===== config.mk =====
export PLATFORM = sky130hd
export DESIGN_NAME = frogger_state_ctrl
export DESIGN_NICKNAME = d
export VERILOG_FILES = /design/src/rtl/frogger_defs.sv /design/src/rtl/button_edge.sv /design/src/rtl/frogger_state_ctrl.sv
export SDC_FILE = /design/constraint.sdc
export NUM_CORES = 1
export LEC_CHECK = 0
export CORE_MARGIN = 2
export CORE_UTILIZATION = 50
export CTS_BUF_LIST = sky130_fd_sc_hd__clkbuf_8
export CTS_CLUSTER_SIZE = 10
export DETAILED_ROUTE_END_ITERATION = 6
export GPL_ROUTABILITY_DRIVEN = 0
export PLACE_DENSITY = 0.81
export SLEW_MARGIN = 25
export SYNTH_ARGS = -nofsm -noshare
export SYNTH_HDL_FRONTEND = slang
export SYNTH_SLANG_ARGS = --single-unit

===== constraint.sdc =====
create_clock -name i_Clk -period 5.45 [get_ports i_Clk]
set_input_delay 0.545 -clock i_Clk [delete_from_list [all_inputs] [get_ports i_Clk]]
set_output_delay 0.545 -clock i_Clk [all_outputs]
set_load 0.02 [all_outputs]

===== src/rtl/frogger_defs.sv =====
// Shared Frogger definitions: game-state codes, bitmap tile codes and score cap.
// Used by frogger_state_ctrl and frogger_game.
package frogger_defs;

    localparam logic [1:0] ST_IDLE    = 2'b00;
    localparam logic [1:0] ST_RUNNING = 2'b01;
    localparam logic [1:0] ST_P1_WINS = 2'b10;
    localparam logic [1:0] ST_CLEANUP = 2'b11;

    localparam logic [3:0] TILE_WALL  = 4'd0;
    localparam logic [3:0] TILE_ROAD  = 4'd1;
    localparam logic [3:0] TILE_WATER = 4'd2;
    localparam logic [3:0] TILE_SAFE  = 4'd3;
    localparam logic [3:0] TILE_LILY  = 4'd4;

    localparam logic [6:0] SCORE_MAX  = 7'd99;

    function automatic logic [6:0] score_inc(input logic [6:0] score);
        return (score >= SCORE_MAX) ? SCORE_MAX : score + 7'd1;
    endfunction

endpackage


===== src/rtl/button_edge.sv =====
// Rising-edge detector for a synchronous button level; history resets to 1 so a
// button held through reset never reports an edge.
module button_edge (
    input  logic i_Clk,
    input  logic i_Rst,
    input  logic i_Level,
    output logic o_Rise
);

    logic level_q;

    always_ff @(posedge i_Clk or posedge i_Rst) begin
        if (i_Rst) begin
            level_q <= 1'b1;
        end else begin
            level_q <= i_Level;
        end
    end

    assign o_Rise = i_Level & ~level_q;

endmodule


===== src/rtl/frogger_state_ctrl.sv =====
// Frogger game-state controller: start/lose-life/score/win sequencing with a
// frame-counted pause between lives. All outputs are registered.
module frogger_state_ctrl
    import frogger_defs::*;
#(
    parameter int c_MAX_LIVES    = 3,
    parameter int c_WIN_SCORE    = 5,
    parameter int c_GOAL_ROW     = 0,
    parameter int c_PAUSE_FRAMES = 30
) (
    input  logic       i_Clk,
    input  logic       i_Rst,
    input  logic       i_Game_Start,
    input  logic       i_Frame_Tick,
    input  logic       i_Collided,
    input  logic       i_On_Log,
    input  logic [5:0] i_Frogger_Y,
    input  logic [3:0] i_Tile_Type,
    output logic [1:0] o_State,
    output logic       o_Game_Active,
    output logic [1:0] o_Lives,
    output logic [6:0] o_Score,
    output logic       o_Respawn,
    output logic       o_Game_Over
);

    localparam int CNT_W = $clog2(c_PAUSE_FRAMES + 1);

    localparam logic [1:0]       LIVES_INIT = 2'(c_MAX_LIVES);
    localparam logic [6:0]       WIN_SCORE  = 7'(c_WIN_SCORE);
    localparam logic [5:0]       GOAL_ROW   = 6'(c_GOAL_ROW);
    localparam logic [CNT_W-1:0] PAUSE_END  = CNT_W'(c_PAUSE_FRAMES);

    logic [1:0]       state_q,     state_nxt;
    logic             active_q,    active_nxt;
    logic [1:0]       lives_q,     lives_nxt;
    logic [6:0]       score_q,     score_nxt;
    logic             respawn_q,   respawn_nxt;
    logic             game_over_q, game_over_nxt;
    logic [CNT_W-1:0] pause_q,     pause_nxt;

    logic             start_rise;
    logic             hazard;
    logic             goal;
    logic [6:0]       score_up;
    logic [CNT_W-1:0] pause_up;

    button_edge u_start_edge (
        .i_Clk   (i_Clk),
        .i_Rst   (i_Rst),
        .i_Level (i_Game_Start),
        .o_Rise  (start_rise)
    );

    // Event qualifiers; they only take effect in RUNNING, the FSM enforces that.
    assign hazard   = i_Collided | ((i_Tile_Type == TILE_WATER) & ~i_On_Log);
    assign goal     = (i_Frogger_Y == GOAL_ROW) & (i_Tile_Type == TILE_LILY);
    assign score_up = score_inc(score_q);
    assign pause_up = pause_q + CNT_W'(1);

    always_comb begin
        state_nxt     = state_q;
        lives_nxt     = lives_q;
        score_nxt     = score_q;
        respawn_nxt   = 1'b0;
        game_over_nxt = game_over_q;
        pause_nxt     = pause_q;

        case (state_q)
            ST_IDLE, ST_P1_WINS: begin
                if (start_rise) begin
                    state_nxt     = ST_RUNNING;
                    lives_nxt     = LIVES_INIT;
                    score_nxt     = 7'd0;
                    game_over_nxt = 1'b0;
                    respawn_nxt   = 1'b1;
                end
            end

            ST_RUNNING: begin
                // A hazard outranks a simultaneous goal: the life is lost, no point scored.
                if (hazard) begin
                    state_nxt = ST_CLEANUP;
                    lives_nxt = (lives_q != 2'd0) ? lives_q - 2'd1 : 2'd0;
                    pause_nxt = '0;
                end else if (goal) begin
                    score_nxt = score_up;
                    pause_nxt = '0;
                    state_nxt = (score_up == WIN_SCORE) ? ST_P1_WINS : ST_CLEANUP;
                end
            end

            ST_CLEANUP: begin
                if (i_Frame_Tick) begin
                    pause_nxt = pause_up;
                    if (pause_up == PAUSE_END) begin
                        if (lives_q != 2'd0) begin
                            state_nxt   = ST_RUNNING;
                            respawn_nxt = 1'b1;
                        end else begin
                            state_nxt     = ST_IDLE;
                            game_over_nxt = 1'b1;
                        end
                    end
                end
            end

            default: begin
                state_nxt = ST_IDLE;
            end
        endcase

        active_nxt = (state_nxt == ST_RUNNING);
    end

    always_ff @(posedge i_Clk or posedge i_Rst) begin
        if (i_Rst) begin
            state_q     <= ST_IDLE;
            active_q    <= 1'b0;
            lives_q     <= LIVES_INIT;
            score_q     <= 7'd0;
            respawn_q   <= 1'b0;
            game_over_q <= 1'b0;
            pause_q     <= '0;
        end else begin
            state_q     <= state_nxt;
            active_q    <= active_nxt;
            lives_q     <= lives_nxt;
            score_q     <= score_nxt;
            respawn_q   <= respawn_nxt;
            game_over_q <= game_over_nxt;
            pause_q     <= pause_nxt;
        end
    end

    assign o_State       = state_q;
    assign o_Game_Active = active_q;
    assign o_Lives       = lives_q;
    assign o_Score       = score_q;
    assign o_Respawn     = respawn_q;
    assign o_Game_Over   = game_over_q;

endmodule


==> metrics.md <==
| Metric | Value |
|---|---|
| Startpoint Class | `input pin` |
| ANT nets after route | `0` |
| Worst min-delay path class | `flop to flop` |
| Multi-input logic area | `658.1 µm²` |
| Vias in the first global route | `1,082` |
| Worst-Margin Slew | `0.7529 ns` |
| Synth Cell Area | `0.001185 mm²` |
| Hold slack | `0.4988 ns` |
| Slew Limit Fails | `0` |
| TritonCTS clock tree | `built` |
| Endpoint type of the worst setup path | `flop` |
| Asr flop ratio synth | `1.000` |
| DRC viols | `0` |
| Seq. cell area | `504.2 µm²` |
| Total Die Area | `0.002775 mm²` |
| Final min period | `2.443 ns` |
| Syn nets | `148` |
| Layout Skew | `0.003583 ns` |
| Worst Path Class, Setup | `input pin to flop` |
| Syn Inst Count | `129` |
| YS warnings | `0` |
| Inserted Clock Buffers | `3` |
| CTS max path bufs | `2` |
| Fin area | `0.001554 mm²` |
| Clk slew on worst S/H paths | `0.07 ns` |
| Crit path largest cell delay | `0.57 ns` |
| Crit path buffers/inverters | `1` |
| Final setup fails | `0` |
| Diode count | `0` |
| Total Routed Length | `2.718 mm` |
| DP HPWL | `2.032 mm` |
| Rows | `17` |
| Final Hold Viols | `0` |
| Grt met2 use | `0.3729` |
| Setup Fix Bufs, Post-CTS | `0` |
| RSZ-0062 raised after global routing | `no` |
| Max FO, Critical Path | `8` |
| Met3 Use GR | `0.04857` |
| Post-synth EDFFs | `0` |
| Max-Cap Viols | `0` |
| Synthesized flop and latch total | `20` |
| Root buffer cell | `clkbuf_8` |
| Tcrit/Tclk final | `0.4483` |
| H-Tree Level Count | `1` |
| Slowest CP cell | `or4_4` |
| Total GRT Usage | `0.2382` |
| Worst path cell trace | `clkdlybuf4s50_1 -> or4_4 -> nor4_4 -> nor2_2 -> or3_4 -> o31ai_2` |
| CTS sink cnt | `20` |
| Status | `completed` |
| Die Span X | `52.68 µm` |
| Placeable Area | `approximately 0.0022 mm²` |
| Via density | `slightly above 6` |
| Mapped Avg Cell Area | `9.185 µm²` |
| Post-layout nets | `179` |
| First-pass GRT wire length | `4.823 mm` |
| Slew headroom | `0.4975` |
| Placed cell area | `0.001499 mm²` |
| CP Data Arrival Time | `2.62 ns` |
| Antenna violations before repair | `0` |
| Ys flop type | `dfrtp_1` |
| Largest net degree at the start of global routing | `21` |
| Most Used Layer, Global Route | `met2` |
| Met1 GRT Util | `0.3272` |
| Most frequent cells in the layout | `clkdlybuf4s50_1, dfrtp_1, nand2_1` |
| Congestion Overflow GR | `0` |
| Die Y | `52.68 µm` |
| Avg WL per Cell | `between 10 and 15 µm` |
| Max VDD drop | `between 0.0002 and 0.0003 V` |
| # hold bufs at CTS | `0` |
| Clk_lat worst skew | `0.26 ns` |
| Static Leak | `0.6270 nW` |
| I/O Buffers | `29` |
| Peak Freq | `409.3 MHz` |
| DRT Pass-1 Iters | `4` |
| Library cells used by synthesis | `between 40 and 50` |
| Seq/Total Area, Yosys | `0.4256` |
| Initial Util | `0.5305` |
| Via count | `1,138` |
| Post-Route Setup TNS | `0 ns` |
| CTS resizes | `0` |
| DRT iter0 DRCs | `36` |
| Boundary Pins | `30` |
| CP required | `5.63 ns` |
| Power per Cell Area | `276.9 mW/mm²` |
| Share of layout cells above drive strength 1 | `0.09434` |
| Area delta synth->final | `31.15%` |
| Fill cells | `178` |
| Cell family with most CP delay | `simple AND/OR/NAND/NOR gates` |
| Most common cell after layout, fill and taps aside | `clkdlybuf4s50_1` |
| Power Total | `0.4303 mW` |
layout make-up:
cell class | count | area share
Clock buffer | 4 | 0.03543
Inverter | 3 | 0.007246
Multi-Input combinational cell | 103 | 0.4235
Sequential cell | 20 | 0.3245
Tap cell | 28 | 0.02254
Timing Repair Buffer | 29 | 0.1868
cells in the mapped netlist (all sizes together) (2+ instances only):
cell	count	share of area
dfrtp	17	0.36
nand2	13	0.041
o21ai	12	0.051
nor2	11	0.037
nand3	8	0.034
a21oi	6	0.025
o31ai	6	0.042
nand2b	5	0.026
nor3	4	0.017
nor4	4	0.034
clkbuf	3	0.0095
dfstp	3	0.067
ha	3	0.032
inv	3	0.0095
nor2b	3	0.016
or3b	3	0.022
a21boi	2	0.013
and2	2	0.011
and3	2	0.011
nor3b	2	0.017
or3	2	0.015
layer usage:
metal,wire length [µm],vias up
li1,-,537
met1,1196,536
met4,36,0
met5,0,-
met3,216,7
met2,1269,58
registers in the layout, indices dropped and copies added (netlist names):
signal / count
u_start_edge.level_q: 1
o_Game_Over: 1
o_State: 2
o_Lives: 2
o_Score: 7
pause_q: 5
o_Game_Active: 1
o_Respawn: 1
final timing paths:
path                                   startpoint  slack (ns)  cells after the start                      to
max reg2reg                  o_State[1]$_DFF_PP0_        3.48                      5  o_Score[3]$_DFFE_PP0P_
min in group asynchronous                   i_Rst        0.72                      2  pause_q[1]$_DFFE_PP0P_
max                                i_Tile_Type[1]        3.01                      6  o_Score[3]$_DFFE_PP0P_
min                        o_Lives[1]$_DFFE_PP1P_        0.50                      2  o_Lives[1]$_DFFE_PP1P_
min reg2reg                o_Lives[1]$_DFFE_PP1P_        0.50                      2  o_Lives[1]$_DFFE_PP1P_
max in group asynchronous                   i_Rst        4.26                      2  o_Score[1]$_DFFE_PP0P_
logic make-up after synthesis:
logic type	count (synthesis)	share of synthesized area
adder cells (fa/ha/maj)	3	0.03168
buffers and inverters	6	0.01901
flip-flops	20	0.4256
AO/OA/AOI/OAI	34	0.1880
AND/OR/NAND/NOR	64	0.3210
XOR/XNOR	2	0.01479
worst min-delay path, stage by stage, from the launching register on:
cell and delay [ns]:
dfstp_2 0.38, o21ai_0 0.07, nand2_1 0.05
report_power, final:
part	internal (mW)	total, mW	switching, mW
sequential	0.172	0.203	0.0309
combinational	0.0540	0.112	0.0578
clock	0.0644	0.115	0.0509
total	0.291	0.430	0.140
stage by stage:
| stage | instances | worst slack (ns) | util |
|---|---|---|---|
| after floorplan | 129 | 3.255 | - |
| after global placement | 183 | 2.779 | 0.6711 |
| after detailed placement | 183 | 2.712 | 0.6711 |
| after CTS | 187 | 3.002 | 0.6958 |
| after global routing | 187 | 2.916 | 0.6958 |
| final | 187 | 3.007 | 0.6958 |
Power figures use the tool's default switching activity.
